$ cat config.mk
export PLATFORM = sky130hd
export DESIGN_NAME = block_dispatcher
export DESIGN_NICKNAME = d
export VERILOG_FILES = /design/src/rtl/block_dispatcher_pkg.sv /design/src/rtl/block_dispatcher_cu_select.sv /design/src/rtl/block_dispatcher.sv
export SDC_FILE = /design/constraint.sdc
export NUM_CORES = 1
export LEC_CHECK = 0
export ABC_AREA = 1
export CAP_MARGIN = 40
export CORE_MARGIN = 1.5
export CORE_UTILIZATION = 48
export DETAILED_ROUTE_END_ITERATION = 12
export HOLD_SLACK_MARGIN = 0.02
export PLACE_DENSITY = 0.77
export SLEW_MARGIN = 20
export SYNTH_ARGS = -nofsm -noshare
export SYNTH_HDL_FRONTEND = slang
export SYNTH_HIERARCHICAL = 1
export SYNTH_SLANG_ARGS = --single-unit
$ cat constraint.sdc
create_clock -name i_Clock -period 3.6 [get_ports i_Clock]
set_input_delay 1.08 -clock i_Clock [delete_from_list [all_inputs] [get_ports i_Clock]]
set_output_delay 1.08 -clock i_Clock [all_outputs]
set_load 0.01 [all_outputs]
$ cat src/rtl/block_dispatcher_pkg.sv
// ---------------------------------------------------------------------------
// block_dispatcher_pkg
// Shared definitions for the block dispatcher slice:
//   - dispatcher FSM state encoding (localparams plus the enum built on them)
//   - default widths for block indexes and the mu (blocks per side) input
//   - clog2_min1: selector width that stays at least one bit wide
// ---------------------------------------------------------------------------
package block_dispatcher_pkg;

  localparam int DEFAULT_INDEX_WIDTH = 8;
  localparam int DEFAULT_MAX_MU_LOG  = 8;

  localparam logic [2:0] ST_IDLE_ENC   = 3'd0;
  localparam logic [2:0] ST_SELECT_ENC = 3'd1;
  localparam logic [2:0] ST_OFFER_ENC  = 3'd2;
  localparam logic [2:0] ST_DRAIN_ENC  = 3'd3;
  localparam logic [2:0] ST_FINISH_ENC = 3'd4;

  typedef enum logic [2:0] {
    ST_IDLE   = ST_IDLE_ENC,
    ST_SELECT = ST_SELECT_ENC,
    ST_OFFER  = ST_OFFER_ENC,
    ST_DRAIN  = ST_DRAIN_ENC,
    ST_FINISH = ST_FINISH_ENC
  } state_t;

  // A single CU still needs a one-bit index.
  function automatic int clog2_min1(input int n);
    return (n > 1) ? $clog2(n) : 1;
  endfunction

endpackage

$ cat src/rtl/block_dispatcher_cu_select.sv
// ---------------------------------------------------------------------------
// cu_select
// Combinational priority encoder: finds the lowest-numbered CU whose busy
// flag is clear.
//   busy  : per-CU busy flags
//   idx   : index of the lowest idle CU (zero when none is idle)
//   valid : at least one CU is idle
// ---------------------------------------------------------------------------
module cu_select #(
  parameter int num_cu    = 4,
  parameter int sel_width = 2
) (
  input  logic [num_cu-1:0]    busy,
  output logic [sel_width-1:0] idx,
  output logic                 valid
);

  // Priority scan from CU 0 upward; the first idle CU wins.
  always_comb begin
    idx   = '0;
    valid = 1'b0;
    for (int k = 0; k < num_cu; k++) begin
      if (!busy[k] && !valid) begin
        idx   = sel_width'(k);
        valid = 1'b1;
      end else begin
        idx   = idx;
        valid = valid;
      end
    end
  end

endmodule

$ cat src/rtl/block_dispatcher.sv
// ---------------------------------------------------------------------------
// block_dispatcher
// Hands out the mu x mu C_ij block indexes of a matrix multiply, row-major,
// to a pool of compute units (CUs), and counts completed blocks.
//   i_Clock, i_Reset       : clock, synchronous active-high reset
//   i_Start, i_mu          : start a run of mu x mu blocks (sampled in IDLE)
//   o_Row_Index/o_Column_Index : shared i/j of the block on offer
//   o_Indexes_Ready        : one-hot offer strobe to the chosen CU
//   i_Indexes_Received     : per-CU acknowledge of the offer
//   i_Result_Ready         : per-CU block-complete level
//   o_Busy, o_Done         : run in progress / one-cycle completion pulse
//   o_Blocks_Done          : completed blocks in the current/last run
// Optional: DISPATCH_PERF_COUNT_EN adds o_Cycle_Count, a saturating count
// of cycles spent with o_Busy high.
// ---------------------------------------------------------------------------
module block_dispatcher
  import block_dispatcher_pkg::*;
#(
  parameter int num_cu      = 4,
  parameter int index_width = DEFAULT_INDEX_WIDTH,
  parameter int max_mu_log  = DEFAULT_MAX_MU_LOG
) (
  input  logic                    i_Clock,
  input  logic                    i_Reset,
  input  logic                    i_Start,
  input  logic [max_mu_log-1:0]   i_mu,
  output logic [index_width-1:0]  o_Row_Index,
  output logic [index_width-1:0]  o_Column_Index,
  output logic [num_cu-1:0]       o_Indexes_Ready,
  input  logic [num_cu-1:0]       i_Indexes_Received,
  input  logic [num_cu-1:0]       i_Result_Ready,
  output logic                    o_Busy,
  output logic                    o_Done,
  output logic [2*max_mu_log-1:0] o_Blocks_Done
`ifdef DISPATCH_PERF_COUNT_EN
  ,
  output logic [31:0]             o_Cycle_Count
`endif
);

  localparam int CW = clog2_min1(num_cu);
  localparam int BW = 2 * max_mu_log;
  localparam logic [index_width-1:0] IDX_ONE = {{(index_width-1){1'b0}}, 1'b1};

  state_t                  state_r, state_s;
  logic [max_mu_log-1:0]   mu_r, mu_s;
  logic [index_width-1:0]  row_r, row_s, col_r, col_s;
  logic [num_cu-1:0]       busy_r, busy_s, ready_r, ready_s;
  logic                    run_r, run_s, done_r, done_s;
  logic [BW-1:0]           blocks_r, blocks_s, complete_cnt_s;
  logic [num_cu-1:0]       complete_s, accept_s;
  logic                    last_col_s, last_row_s;
  logic [CW-1:0]           sel_idx_s;
  logic                    sel_valid_s;

  cu_select #(
    .num_cu    (num_cu),
    .sel_width (CW)
  ) u_cu_select (
    .busy  (busy_r),
    .idx   (sel_idx_s),
    .valid (sel_valid_s)
  );

  // Completions and acceptance; a stale acknowledge while the CU still
  // reports a finished result must not be taken as a new acceptance.
  always_comb begin
    complete_s     = busy_r & i_Result_Ready;
    accept_s       = ready_r & i_Indexes_Received & ~i_Result_Ready;
    complete_cnt_s = '0;
    for (int k = 0; k < num_cu; k++) begin
      complete_cnt_s = complete_cnt_s + BW'(complete_s[k]);
    end
    last_col_s = ((32'(col_r) + 32'd1) == 32'(mu_r));
    last_row_s = ((32'(row_r) + 32'd1) == 32'(mu_r));
  end

  // Next-state and next-output logic of the dispatch FSM.
  always_comb begin
    state_s  = state_r;
    mu_s     = mu_r;
    row_s    = row_r;
    col_s    = col_r;
    busy_s   = (busy_r & ~complete_s) | accept_s;
    ready_s  = ready_r;
    run_s    = run_r;
    done_s   = 1'b0;
    blocks_s = blocks_r + complete_cnt_s;
    case (state_r)
      ST_IDLE: begin
        if (i_Start) begin
          mu_s     = i_mu;
          row_s    = '0;
          col_s    = '0;
          blocks_s = '0;
          run_s    = 1'b1;
          state_s  = (i_mu == '0) ? ST_FINISH : ST_SELECT;
        end else begin
          state_s = ST_IDLE;
        end
      end
      ST_SELECT: begin
        if (sel_valid_s) begin
          ready_s            = '0;
          ready_s[sel_idx_s] = 1'b1;
          state_s            = ST_OFFER;
        end else begin
          state_s = ST_SELECT;
        end
      end
      ST_OFFER: begin
        if (accept_s != '0) begin
          ready_s = '0;
          if (last_col_s && last_row_s) begin
            // Indexes hold at (mu-1, mu-1) so they never exceed mu-1.
            state_s = ST_DRAIN;
          end else if (last_col_s) begin
            col_s   = '0;
            row_s   = row_r + IDX_ONE;
            state_s = ST_SELECT;
          end else begin
            col_s   = col_r + IDX_ONE;
            state_s = ST_SELECT;
          end
        end else begin
          state_s = ST_OFFER;
        end
      end
      ST_DRAIN: begin
        if (busy_r == '0) begin
          state_s = ST_FINISH;
        end else begin
          state_s = ST_DRAIN;
        end
      end
      ST_FINISH: begin
        done_s  = 1'b1;
        run_s   = 1'b0;
        state_s = ST_IDLE;
      end
      default: begin
        ready_s = '0;
        run_s   = 1'b0;
        state_s = ST_IDLE;
      end
    endcase
  end

  // State and registered outputs.
  always_ff @(posedge i_Clock) begin
    if (i_Reset) begin
      state_r  <= ST_IDLE;
      mu_r     <= '0;
      row_r    <= '0;
      col_r    <= '0;
      busy_r   <= '0;
      ready_r  <= '0;
      run_r    <= 1'b0;
      done_r   <= 1'b0;
      blocks_r <= '0;
    end else begin
      state_r  <= state_s;
      mu_r     <= mu_s;
      row_r    <= row_s;
      col_r    <= col_s;
      busy_r   <= busy_s;
      ready_r  <= ready_s;
      run_r    <= run_s;
      done_r   <= done_s;
      blocks_r <= blocks_s;
    end
  end

  assign o_Row_Index     = row_r;
  assign o_Column_Index  = col_r;
  assign o_Indexes_Ready = ready_r;
  assign o_Busy          = run_r;
  assign o_Done          = done_r;
  assign o_Blocks_Done   = blocks_r;

`ifdef DISPATCH_PERF_COUNT_EN
  logic [31:0] cycle_r;

  // Busy-cycle counter: cleared on an accepted start, saturates, holds after done.
  always_ff @(posedge i_Clock) begin
    if (i_Reset) begin
      cycle_r <= 32'd0;
    end else if ((state_r == ST_IDLE) && i_Start) begin
      cycle_r <= 32'd0;
    end else if (run_r && (cycle_r != 32'hFFFF_FFFF)) begin
      cycle_r <= cycle_r + 32'd1;
    end else begin
      cycle_r <= cycle_r;
    end
  end

  assign o_Cycle_Count = cycle_r;
`endif

endmodule

; Yosys cells after proc, flatten, opt, wreduce, memory -nomap -nowiden
; Cells that the tools add are included.
[op_classes]
magnitude_cmp = 2
n_reduce_logical = 22
eq_ne = 11
add_sub_neg = 8
bitwise = 9
mux = 33
[ops]
columns = op, count
row1 = $mux 8, 7
row2 = $mux 16, 2
row3 = $pmux 8 s2, 2
row4 = $add 8x1->9 const B, 2
row5 = $eq 9x8->1, 2
row6 = $add 16x4->16, 1
row7 = $add 8x1->8 const B, 2
row8 = $and 4x4->4, 4
row9 = $mux 3, 4
row10 = $pmux 3 s4, 1
row11 = $pmux 4 s3, 1
row12 = $ne 2x2->1 const B, 5
row13 = $logic_not 8->1, 1
row14 = $mux 1, 8
row15 = $mux 2, 4
row16 = $mux 4, 2
row17 = $not 4->4, 2
row18 = $eq 3x2->1 const B, 2
row19 = $reduce_or 3->1, 2
row20 = $logic_and 1x1->1, 5
row21 = $logic_not 1->1, 5
row22 = $reduce_and 5->1, 1
row23 = $add 3x1->4, 1
row24 = $logic_not 4->1, 1
row25 = 16 further kinds, 18
[word_totals]
word_cells = 94
reg_bits = 53
out_inout_bits = 38

; Longest topological paths before layout
; Gate-level depths: netlist of the first run.
[logic_depth]
ltp_word = 15
depth_mapped = 18

; Cells and area by module
; Netlist of the first run, hierarchy kept.
[by_module_without_submodules]
columns = mod, area_per_inst_um2, cells_each, instances, seq_area_each_um2
row1 = block_dispatcher, 3103.0, 489, 1, 1061.0
row2 = cu_select, 31.3, 7, 1, 0.0

; Least setup slack after synthesis of the first run
; No wires, ideal clock.
[synth_timing]
path_type = input-to-reg
from = input port i_Result_Ready[0]
to = register blocks_r[14], in the netlist o_Blocks_Done[14]
required_ns = 3.472
setup_ns = 0.128
slack_ns = -0.034
stages = 18
n_path_buf = 0
arrival_time_ns = 3.507
cell_sequence = nand2_1 -> inv_1 -> fa_1 -> inv_1 -> fa_1 -> inv_1 -> fa_1 -> nand3_1 -> nor2_1 -> inv_1 -> nor2_1 -> nand2_1 -> nor2_1 -> nand2_1 -> nor4_2 -> nand2_1 -> xor2_1 -> nor2_1
[synth_between]
elab_chain_cells = 7
[synth_rtl]
columns = element, line_no
row1 = "start, declared", block_dispatcher.sv:31  ; input logic [num_cu-1:0] i_Result_Ready,
row2 = $and 4x4->4 (*), block_dispatcher.sv:68  ; complete_s = busy_r & i_Result_Ready;
row3 = $add 1x1->2 (*), block_dispatcher.sv:72  ; complete_cnt_s = complete_cnt_s + BW'(complete_s[k]);
row4 = $add 2x1->3 (*), block_dispatcher.sv:72
row5 = $add 3x1->4 (*), block_dispatcher.sv:72
row6 = $add 16x4->16 (*), block_dispatcher.sv:88  ; blocks_s = blocks_r + complete_cnt_s;
row7 = $mux 16, block_dispatcher.sv:91  ; if (i_Start) begin
row8 = $mux 16 (*), block_dispatcher.sv:89  ; case (state_r)
row9 = "end signal, assigned", block_dispatcher.sv:170  ; blocks_r <= blocks_s;
row10 = "end, declared", block_dispatcher.sv:50  ; logic [BW-1:0] blocks_r, blocks_s, complete_cnt_s;
; Every way passes the cells marked *; elsewhere a longest branch is shown, timed or not.
; A chain may end at the register's enable or synchronous reset.

; Worst setup path after layout of the first run
[layout_timing]
from = input port i_Result_Ready[0]
to = register blocks_r[6], in the netlist o_Blocks_Done[6]
; Same word-level chain as after synthesis.

==> results of run 1 <==
worst paths after layout:
path / cells past startpoint / endpoint / start
min: 1 / o_Blocks_Done[15]$_SDFF_PP0_ / o_Blocks_Done[15]$_SDFF_PP0_
max reg2reg: 20 / o_Blocks_Done[6]$_SDFF_PP0_ / busy_r[0]$_SDFF_PP0_
min reg2reg: 1 / o_Blocks_Done[15]$_SDFF_PP0_ / o_Blocks_Done[15]$_SDFF_PP0_
max: 21 / o_Blocks_Done[6]$_SDFF_PP0_ / i_Result_Ready[0]
metrics by stage:
step           hold WS [ps]  setup WS (ps)
5_1_grt                 483          -5.35
2_1_floorplan           421          -34.3
3_3_place_gp            443           -503
6_report                466            107
3_5_place_dp            450           -649
4_1_cts                 469           28.4
worst register-to-register path, cell delays in order, from the launching register on:
cell	delay, ps
dfxtp_1	380
nand2_1	80
inv_1	50
fa_1	490
inv_1	50
fa_2	330
inv_2	80
fa_2	210
nand3_2	90
nor2_1	100
inv_1	60
nor2_2	130
nand2_2	80
buf_4	130
buf_4	120
buf_4	120
buf_4	120
buf_4	120
buf_4	120
nand2_1	50
nor2_1	40
power groups by stage:
stage	logic, µW	registers [µW]	clock network (µW)
floorplan	219	680	0
global placement	338	678	0
detailed placement	344	679	0
CTS	345	666	380
global route	390	672	403
finish	344	666	367
synthesized netlist by cell type:
cell type  instances
or4_1              1
nor4_2             1
a21oi_1           11
xor2_1             4
fa_1               3
nor2_2             3
nor4_1             1
nand4_1           25
nor2_1            65
nand2_1          145
ha_1               3
nor2_4             4
clkbuf_1           6
a221oi_1           1
inv_1             90
clkinv_1           2
nand3_4            2
nand3_2            1
a211oi_1           1
or2_2              1
xnor2_1            3
buf_6              2
o21ai_0            9
a31oi_1            2
nand3_1           34
inv_2              1
o22ai_1            7
nor3_1             7
o21ai_1            2
dfxtp_1           53
and3_1             1
nor3b_1            1
nand2_4            1
nand2_2            1
o211ai_1           2
routing by layer:
layer / part of all wire / vias to the layer above / track usage
met5: 0 / - / 0
met4: 0.014 / 0 / 0.0566
met3: 0.062 / 12 / 0.0534
met2: 0.49 / 88 / 0.407
met1: 0.43 / 1480 / 0.266
li1: - / 1705 / -
registers in the layout (all words and copies together) (netlist names):
name             cells
state_r              3
o_Busy               1
o_Blocks_Done       16
mu_r                 8
o_Row_Index          8
o_Indexes_Ready      4
busy_r               4
o_Column_Index       8
o_Done               1
cells by family after synthesis:
logic type,Yosys count
adder cells (fa/ha/maj),6
buffers and inverters,101
AO/OA/AOI/OAI,35
AND/OR/NAND/NOR,294
XOR/XNOR,7
flip-flops,53
final cells by class:
| class | instances | share of cell area |
|---|---|---|
| repair buffers | 73 | 0.170 |
| flip-flops and latches | 53 | 0.266 |
| multi-input cells | 342 | 0.428 |
| clock buffers | 5 | 0.0172 |
| well taps | 77 | 0.0241 |
| clock inverters | 3 | 0.00721 |
| inverters | 93 | 0.0875 |
repair_timing:
item	in CTS	in global routing
resized for setup	10	5
endpoints found under the setup margin	5	6
hold buffers	0	0
buffers inserted	8	0
endpoints found under the hold margin	0	0
pin swaps	7	4
cloned	0	0
==> results.json, run 1 <==
{
  "status": "complete, no violations",
  "tns_ps": 0,
  "seqCellArea_um2": 1060,
  "vias": 3285,
  "synth_seq_cells": 53,
  "yosysUniqueCellTypes": 35,
  "synth_compound_area_frac": 0.0631,
  "p_total_uw": 1380,
  "start_kind": "primary input",
  "rrSetupSlack_ps": 570,
  "drc": 0,
  "syn_nets": 521,
  "yosysTopAreaCell": "dfxtp_1",
  "clock-sinks": 53,
  "drive_gt1_frac": 0.0879,
  "coreArea_um2": 6310,
  "wl_per_cell_um": 11.8,
  "crit_required_ps": 3830,
  "period_share": 0.970,
  "clk_latency_ps": 310,
  "syn_avg_cell_area_um2": 6.32,
  "syn_inst": 496,
  "gp_congestion": 0.938,
  "p_per_area_nw_per_um2": 345,
  "clkPwrFrac": 0.267,
  "drtIter0Drc": 111,
  "yosys.area_share.xor_xnor": 0.0196,
  "muxShareOfSynthArea": 0,
  "hp-class": "register to register",
  "initial_core_util": 0.496,
  "antenna_found_initial": 0,
  "cp_max_fo": 2,
  "fin_worst_skew_ps": 4.89,
  "cts_made_buffers": 5,
  "ys_seq_area_frac": 0.339,
  "arrival_ps": 3720,
  "postPlaceCellArea_um2": 3810,
  "viasPerCell": 5.09,
  "worst_path_most_repeated_cell": "buf_4",
  "first_pass_iters": 4,
  "place_hpwl_um": 5640,
  "grt_start_max_net_pins": 22,
  "power_frac_seq": 0.484,
  "setup_viol": 0,
  "pin_count": 57,
  "critPathMaxStageDelay_ps": 490,
  "clock_path_buffers": 2,
  "cts_tree": "yes",
  "grt.total_usage": 0.225,
  "finalNetCount": 593,
  "final_area_um2": 3990,
  "syn_to_final_growth_pct": 27.3,
  "crit_family": "buffers and inverters",
  "ant_nets": 0,
  "yosys_warnings": 6,
  "multi_input_area_um2": 1710,
  "clock.fmax_mhz": 286,
  "yosysTopAreaCellShare": 0.339,
  "slew_violations": 0,
  "layout_common_cells": "143 x nand2_1, 89 x inv_1, 63 x nor2_1, 54 x clkdlybuf4s50_1, 53 x dfxtp_1",
  "slew_headroom": 0.679,
  "end_kind": "register",
  "min_period_ps": 3490,
  "grt_pass1_wl_um": 13100,
  "p_comb_frac": 0.250,
  "placed_cells": 630,
  "drv_cap": 0,
  "die_area_um2": 7020,
  "cts_root_buffer": "clkbuf_8",
  "crit_chain": "clkbuf_2 -> nand2_1 -> inv_1 -> fa_1 -> inv_1 -> fa_2 -> inv_2 -> fa_2 -> nand3_2 -> nor2_1 -> inv_1 -> nor2_2 -> nand2_2 -> buf_4 -> buf_4 -> buf_4 -> buf_4 -> buf_4 -> buf_4 -> nand2_1 -> nor2_1",
  "hold_viol": 0,
  "switching_power_uw": 461,
  "fin_cells": 646,
  "wl_um": 7600,
  "critPathBufInv": 11,
  "die_x_um": 83.8,
  "die_h_um": 83.8,
  "slowest_stage": "fa_1",
  "clk_pin_slew_ps": 110,
  "htree_levels": 2,
  "synth_top_family_by_area": "simple AND/OR/NAND/NOR gates",
  "syn-cell-area_um2": 3130,
  "diodes": 0,
  "synthAdderAreaFrac": 0.0311,
  "critPathKind": "primary input to register",
  "fill_cells": 617,
  "leakage_uw": 0.00189,
  "grt-ovfl-total": 0,
  "fp-row-count": 29,
  "worstMarginPinSlew_ps": 479,
  "peakVddDrop_uv": 185,
  "first_global_vias": 3054,
  "portBuffers": 56,
  "swShare": 0.335,
  "p_int_uw": 916,
  "mostFrequentLayoutCell": "nand2_1",
  "postLayoutCoreUtil": 0.632,
  "yosys.area_share.simple": 0.422,
  "yosys-top-cells-area": "dfxtp_1 34%, nand2_1 17%, inv_1 11%, nor2_1 7.8%, nand3_1 5.4%"
}
Power figures use the tool's default switching activity.
==> inputs of run 2 (changes only) <==
- GPL_ROUTABILITY_DRIVEN: not set -> 0
- REMOVE_ABC_BUFFERS: not set -> 1
==> results.json, run 2 (synthesis results as in run 1) <==
{
  "switching_power_uw": 465,
  "coreArea_um2": 6310,
  "slew_violations": 0,
  "grt-ovfl-total": 0,
  "mostFrequentLayoutCell": "nand2_1",
  "critPathBufInv": 8,
  "clk_pin_slew_ps": 110,
  "clk_latency_ps": 320,
  "clock.fmax_mhz": 286,
  "viasPerCell": 5.10,
  "grt_pass1_wl_um": 12700,
  "crit_required_ps": 3820,
  "layout_common_cells": "140 x nand2_1, 87 x inv_1, 58 x nor2_1, 54 x clkdlybuf4s50_1, 53 x dfxtp_1",
  "htree_levels": 2,
  "largest_reg_flops": 16,
  "grt_start_max_net_pins": 22,
  "portBuffers": 56,
  "cts_root_buffer": "clkbuf_8",
  "fp-row-count": 29,
  "peakVddDrop_uv": 217,
  "tns_ps": 0,
  "hp-class": "register to register",
  "worstMarginPinSlew_ps": 530,
  "pin_count": 57,
  "crit_chain": "clkdlybuf4s15_1 -> nand2_1 -> inv_2 -> fa_1 -> inv_1 -> fa_2 -> inv_2 -> fa_2 -> nand3_2 -> nor2_2 -> inv_2 -> nor2_4 -> nand2_2 -> nor2_4 -> nand2_2 -> buf_4 -> buf_4 -> buf_4 -> o21ai_2 -> a21oi_1",
  "crit_family": "adder cells",
  "drv_cap": 0,
  "finalNetCount": 602,
  "diodes": 0,
  "clock_path_buffers": 2,
  "antenna_found_initial": 0,
  "fin_worst_skew_ps": 10.7,
  "p_per_area_nw_per_um2": 351,
  "first_global_vias": 2937,
  "setup_viol": 0,
  "die_area_um2": 7020,
  "timing.rr.end": "o_Blocks_Done[6]$_SDFF_PP0_",
  "power_frac_seq": 0.459,
  "wl_per_cell_um": 11.9,
  "period_share": 0.970,
  "ctsHoldBuffers": 0,
  "syn_to_final_growth_pct": 31.9,
  "rsz0062_at_grt": "yes",
  "path_depth": 20,
  "min_period_ps": 3490,
  "vias": 3338,
  "critPathKind": "primary input to register",
  "arrival_ps": 3710,
  "p_comb_frac": 0.239,
  "grt.met1_usage": 0.279,
  "end_kind": "register",
  "hold_viol": 0,
  "first_pass_iters": 5,
  "reg2reg_depth": 20,
  "cp_max_fo": 2,
  "fill_cells": 549,
  "drtIter0Drc": 163,
  "ant_nets": 0,
  "die_x_um": 83.8,
  "grt.total_usage": 0.217,
  "clock-sinks": 53,
  "cts_tree": "yes",
  "use_met2": 0.365,
  "p_int_uw": 985,
  "drive_gt1_frac": 0.121,
  "rrSetupSlack_ps": 620,
  "clkPwrFrac": 0.303,
  "worstReg2RegStart": "busy_r[0]$_SDFF_PP0_",
  "initial_core_util": 0.496,
  "place_hpwl_um": 5380,
  "swShare": 0.321,
  "seqCellArea_um2": 1060,
  "status": "complete, no violations",
  "p_total_uw": 1450,
  "slowest_stage": "fa_1",
  "wl_um": 7800,
  "critPathMaxStageDelay_ps": 490,
  "cts_made_buffers": 5,
  "multi_input_area_um2": 1750,
  "crit_path_end": "o_Blocks_Done[10]$_SDFF_PP0_",
  "die_h_um": 83.8,
  "critPathLaunch": "i_Result_Ready[2]",
  "grt-busiest-layer": "met2",
  "slew_headroom": 0.644,
  "drc": 0,
  "start_kind": "primary input",
  "gr-usage-met3": 0.0465,
  "leakage_uw": 0.00194
}
[run 2: cell count changes in the layout (fill, tap and decap cells not counted), moves of 2 or more]
cell	before	now
buf_4	17	25
nor2_1	63	58
nand2_1	143	140
nand2_2	3	6
nor2_4	4	7
clkbuf_2	2	0
clkdlybuf4s15_1	0	2
inv_1	89	87
inv_2	2	4
nor2_2	5	7
o21ai_0	9	7
[run 2: layout make-up]
class	count	area share
Multi-Input combinational cell	342	0.423
Sequential cell	53	0.257
Timing Repair Buffer	82	0.184
Inverter	93	0.0845
Tap cell	77	0.0233
Clock buffer	5	0.0167
Clock inverter	3	0.0121
[run 2: worst min path at each step]
stage                                       from                            to  slack (ps)  depth (start not counted)
finish              o_Blocks_Done[15]$_SDFF_PP0_  o_Blocks_Done[15]$_SDFF_PP0_         470                          1
global route               state_r[0]$_SDFF_PP0_             o_Done$_SDFF_PP0_         500                          1
CTS                 o_Blocks_Done[15]$_SDFF_PP0_  o_Blocks_Done[15]$_SDFF_PP0_         470                          1
detailed placement  o_Blocks_Done[15]$_SDFF_PP0_  o_Blocks_Done[15]$_SDFF_PP0_         450                          1
global placement    o_Blocks_Done[15]$_SDFF_PP0_  o_Blocks_Done[15]$_SDFF_PP0_         450                          1
floorplan                  state_r[0]$_SDFF_PP0_             o_Done$_SDFF_PP0_         420                          1
[run 2: power groups by stage]
stage          clock network, µW  logic [µW]  registers (µW)
2_1_floorplan                  0         212             680
3_3_place_gp                   0         339             677
3_5_place_dp                   0         344             678
4_1_cts                      444         345             664
5_1_grt                      467         391             670
6_report                     439         346             665
[run 2: worst reg2reg max path: stages (launching register included)]
cell     delay [ps]
dfxtp_1         440
nand2_1          70
inv_1            70
fa_1            400
inv_1            80
fa_2            190
inv_2            40
fa_2            360
nand3_2         100
nor2_2           50
inv_2            80
nor2_4           40
buf_4           120
buf_4           120
buf_4           120
buf_4           120
buf_4           120
buf_4           120
buf_4           120
nor2_1           80
nor2_1           50
[run 2: repair_timing]
item,in CTS,in global routing
pin swaps,8,11
resized for setup,9,22
endpoints found under the setup margin,5,6
setup buffers,12,4
cloned,0,0
[run 2: per-stage QoR]
stage	instance area, µm²	utilization	hold WS [ps]	setup slack [ps]	cells
2_1_floorplan	3090	-	419	-36.9	488
3_3_place_gp	3820	0.605	446	-496	631
3_5_place_dp	3820	0.605	451	-613	631
4_1_cts	4040	0.640	469	6.29	651
5_1_grt	4130	0.655	496	-46.4	655
6_report	4130	0.655	470	108	655
[run 2: metal layers]
layer / share of wire / wire length, µm / vias to the layer above
li1: - / - / 1718
met1: 0.45 / 3480 / 1513
met2: 0.49 / 3790 / 97
met4: 0.013 / 100 / 0
met5: 0 / 0 / -
met3: 0.055 / 431 / 10
==> inputs of run 3 (changes only) <==
- RECOVER_POWER: not set -> 50
==> results.json, run 3 (synthesis results as in run 1) <==
{
  "place_hpwl_um": 5380,
  "die_h_um": 83.8,
  "p_total_uw": 1440,
  "fp-row-count": 29,
  "setup_viol": 0,
  "coreArea_um2": 6310,
  "worstMarginPinSlew_ps": 1040,
  "final_area_um2": 4130,
  "start_kind": "primary input",
  "timing.rr.end": "o_Blocks_Done[6]$_SDFF_PP0_",
  "crit_required_ps": 3820,
  "wl_per_cell_um": 11.9,
  "viasPerCell": 5.10,
  "largest_reg_flops": 16,
  "portBuffers": 56,
  "period_share": 0.971,
  "clk_pin_slew_ps": 110,
  "mostFrequentLayoutCell": "nand2_1",
  "first_pass_iters": 4,
  "fin_worst_skew_ps": 11.2,
  "worstReg2RegStart": "busy_r[0]$_SDFF_PP0_",
  "critPathLaunch": "i_Result_Ready[2]",
  "diodes": 0,
  "first_global_vias": 2937,
  "clkPwrFrac": 0.304,
  "die_area_um2": 7020,
  "cts_made_buffers": 5,
  "drv_cap": 0,
  "p_comb_frac": 0.236,
  "ant_nets": 0,
  "slowest_stage": "fa_1",
  "cts_root_buffer": "clkbuf_8",
  "switching_power_uw": 464,
  "antenna_found_initial": 0,
  "clk_latency_ps": 320,
  "drc": 0,
  "rrSetupSlack_ps": 620,
  "critPathMaxStageDelay_ps": 490,
  "reg2reg_depth": 20,
  "critPathKind": "primary input to register",
  "pin_count": 57,
  "crit_chain": "clkdlybuf4s15_1 -> nand2_1 -> inv_2 -> fa_1 -> inv_1 -> fa_2 -> inv_2 -> fa_2 -> nand3_2 -> nor2_2 -> inv_2 -> nor2_4 -> nand2_2 -> nor2_4 -> nand2_2 -> buf_4 -> buf_4 -> buf_4 -> o21ai_2 -> a21oi_1",
  "grt_start_max_net_pins": 22,
  "peakVddDrop_uv": 216,
  "min_period_ps": 3500,
  "grt.total_usage": 0.217,
  "holdWs_ps": 463,
  "initial_core_util": 0.496,
  "hold_viol": 0,
  "clock_path_buffers": 2,
  "crit_path_end": "o_Blocks_Done[10]$_SDFF_PP0_",
  "cp_max_fo": 2,
  "vias": 3343,
  "drive_gt1_frac": 0.119,
  "htree_levels": 2,
  "grt_pass1_wl_um": 12700,
  "leakage_uw": 0.00200,
  "layout_common_cells": "140 x nand2_1, 87 x inv_1, 58 x nor2_1, 53 x dfxtp_1, 32 x nand3_1",
  "p_per_area_nw_per_um2": 350,
  "swShare": 0.322,
  "drtIter0Drc": 163,
  "finalNetCount": 602,
  "rsz0062_at_grt": "yes",
  "clock.fmax_mhz": 286,
  "hp-class": "register to register",
  "die_x_um": 83.8,
  "ctsHoldBuffers": 0,
  "slew_violations": 0,
  "arrival_ps": 3710,
  "p_int_uw": 979,
  "cts_tree": "yes",
  "slew_headroom": 0.304,
  "postPlaceCellArea_um2": 3820,
  "syn_to_final_growth_pct": 31.7,
  "power_frac_seq": 0.460,
  "clock-sinks": 53,
  "status": "complete, no violations",
  "grt-ovfl-total": 0,
  "wl_um": 7770,
  "end_kind": "register"
}
==> run 3: cell count changes in the layout (fill, tap and decap cells not counted), sizes merged <==
cell	before	now
clkdlybuf4s50	54	29
dlygate4sd3	0	25
buf	26	25
clkbuf	5	6
==> run 3: power by group through the flow <==
stage	Clock [µW]	Sequential (µW)	Combinational, µW
4_1_cts	444	664	345
3_5_place_dp	0	678	344
5_1_grt	467	670	385
2_1_floorplan	0	680	212
6_report	439	665	340
3_3_place_gp	0	677	339
==> run 3: timing repair <==
| action | in CTS | in global routing |
|---|---|---|
| setup buffers | 12 | 4 |
| gates resized for setup | 9 | 22 |
| pin swaps | 8 | 11 |
| endpoints found under the setup margin | 5 | 6 |
| hold endpoints to repair | 0 | 0 |
==> run 3: layer usage <==
metal	vias to the layer above	track usage	part of all wire	routed length, µm
li1	1721	-	-	-
met4	0	0.0671	0.011	88
met3	8	0.0465	0.057	444
met1	1511	0.279	0.45	3480
met5	-	0	0	0
met2	103	0.365	0.48	3760
==> run 3: area by class of cell <==
cell class                 count  area [µm²]
multi-input combinational    342        1750
tap                           77        96.3
inverter                      93         349
timing repair buffer          82         756
clock inverter                 3        50.0
clock buffer                   5        68.8
fill                         551        2180
sequential                    53        1060
==> run 3: how the worst min path moves through the flow <==
stage | from | to | slack (ps) | depth (start not counted)
after detailed placement | o_Blocks_Done[15]$_SDFF_PP0_ | o_Blocks_Done[15]$_SDFF_PP0_ | 450 | 1
after CTS | o_Blocks_Done[15]$_SDFF_PP0_ | o_Blocks_Done[15]$_SDFF_PP0_ | 470 | 1
final | o_Blocks_Done[15]$_SDFF_PP0_ | o_Blocks_Done[15]$_SDFF_PP0_ | 460 | 1
after floorplan | state_r[0]$_SDFF_PP0_ | o_Done$_SDFF_PP0_ | 420 | 1
after global placement | o_Blocks_Done[15]$_SDFF_PP0_ | o_Blocks_Done[15]$_SDFF_PP0_ | 450 | 1
after global routing | state_r[0]$_SDFF_PP0_ | o_Done$_SDFF_PP0_ | 500 | 1
==> run 3: critical path, delay by kind of cell <==
kind                     cells  cell delay (ps)
adder cells (fa/ha/maj)      3             1030
AO/OA/AOI/OAI                2              170
AND/OR/NAND/NOR              7              650
buffers and inverters        8              790
==> run 3: metrics by stage <==
step	util	setup WS, ps	std cells	TNS (ps)
finish	0.654	105	655	0
global route	0.654	-46.0	655	-145
CTS	0.640	6.29	651	0
detailed placement	0.605	-613	631	-3050
global placement	0.605	-496	631	-2430
floorplan	-	-36.9	488	-36.9
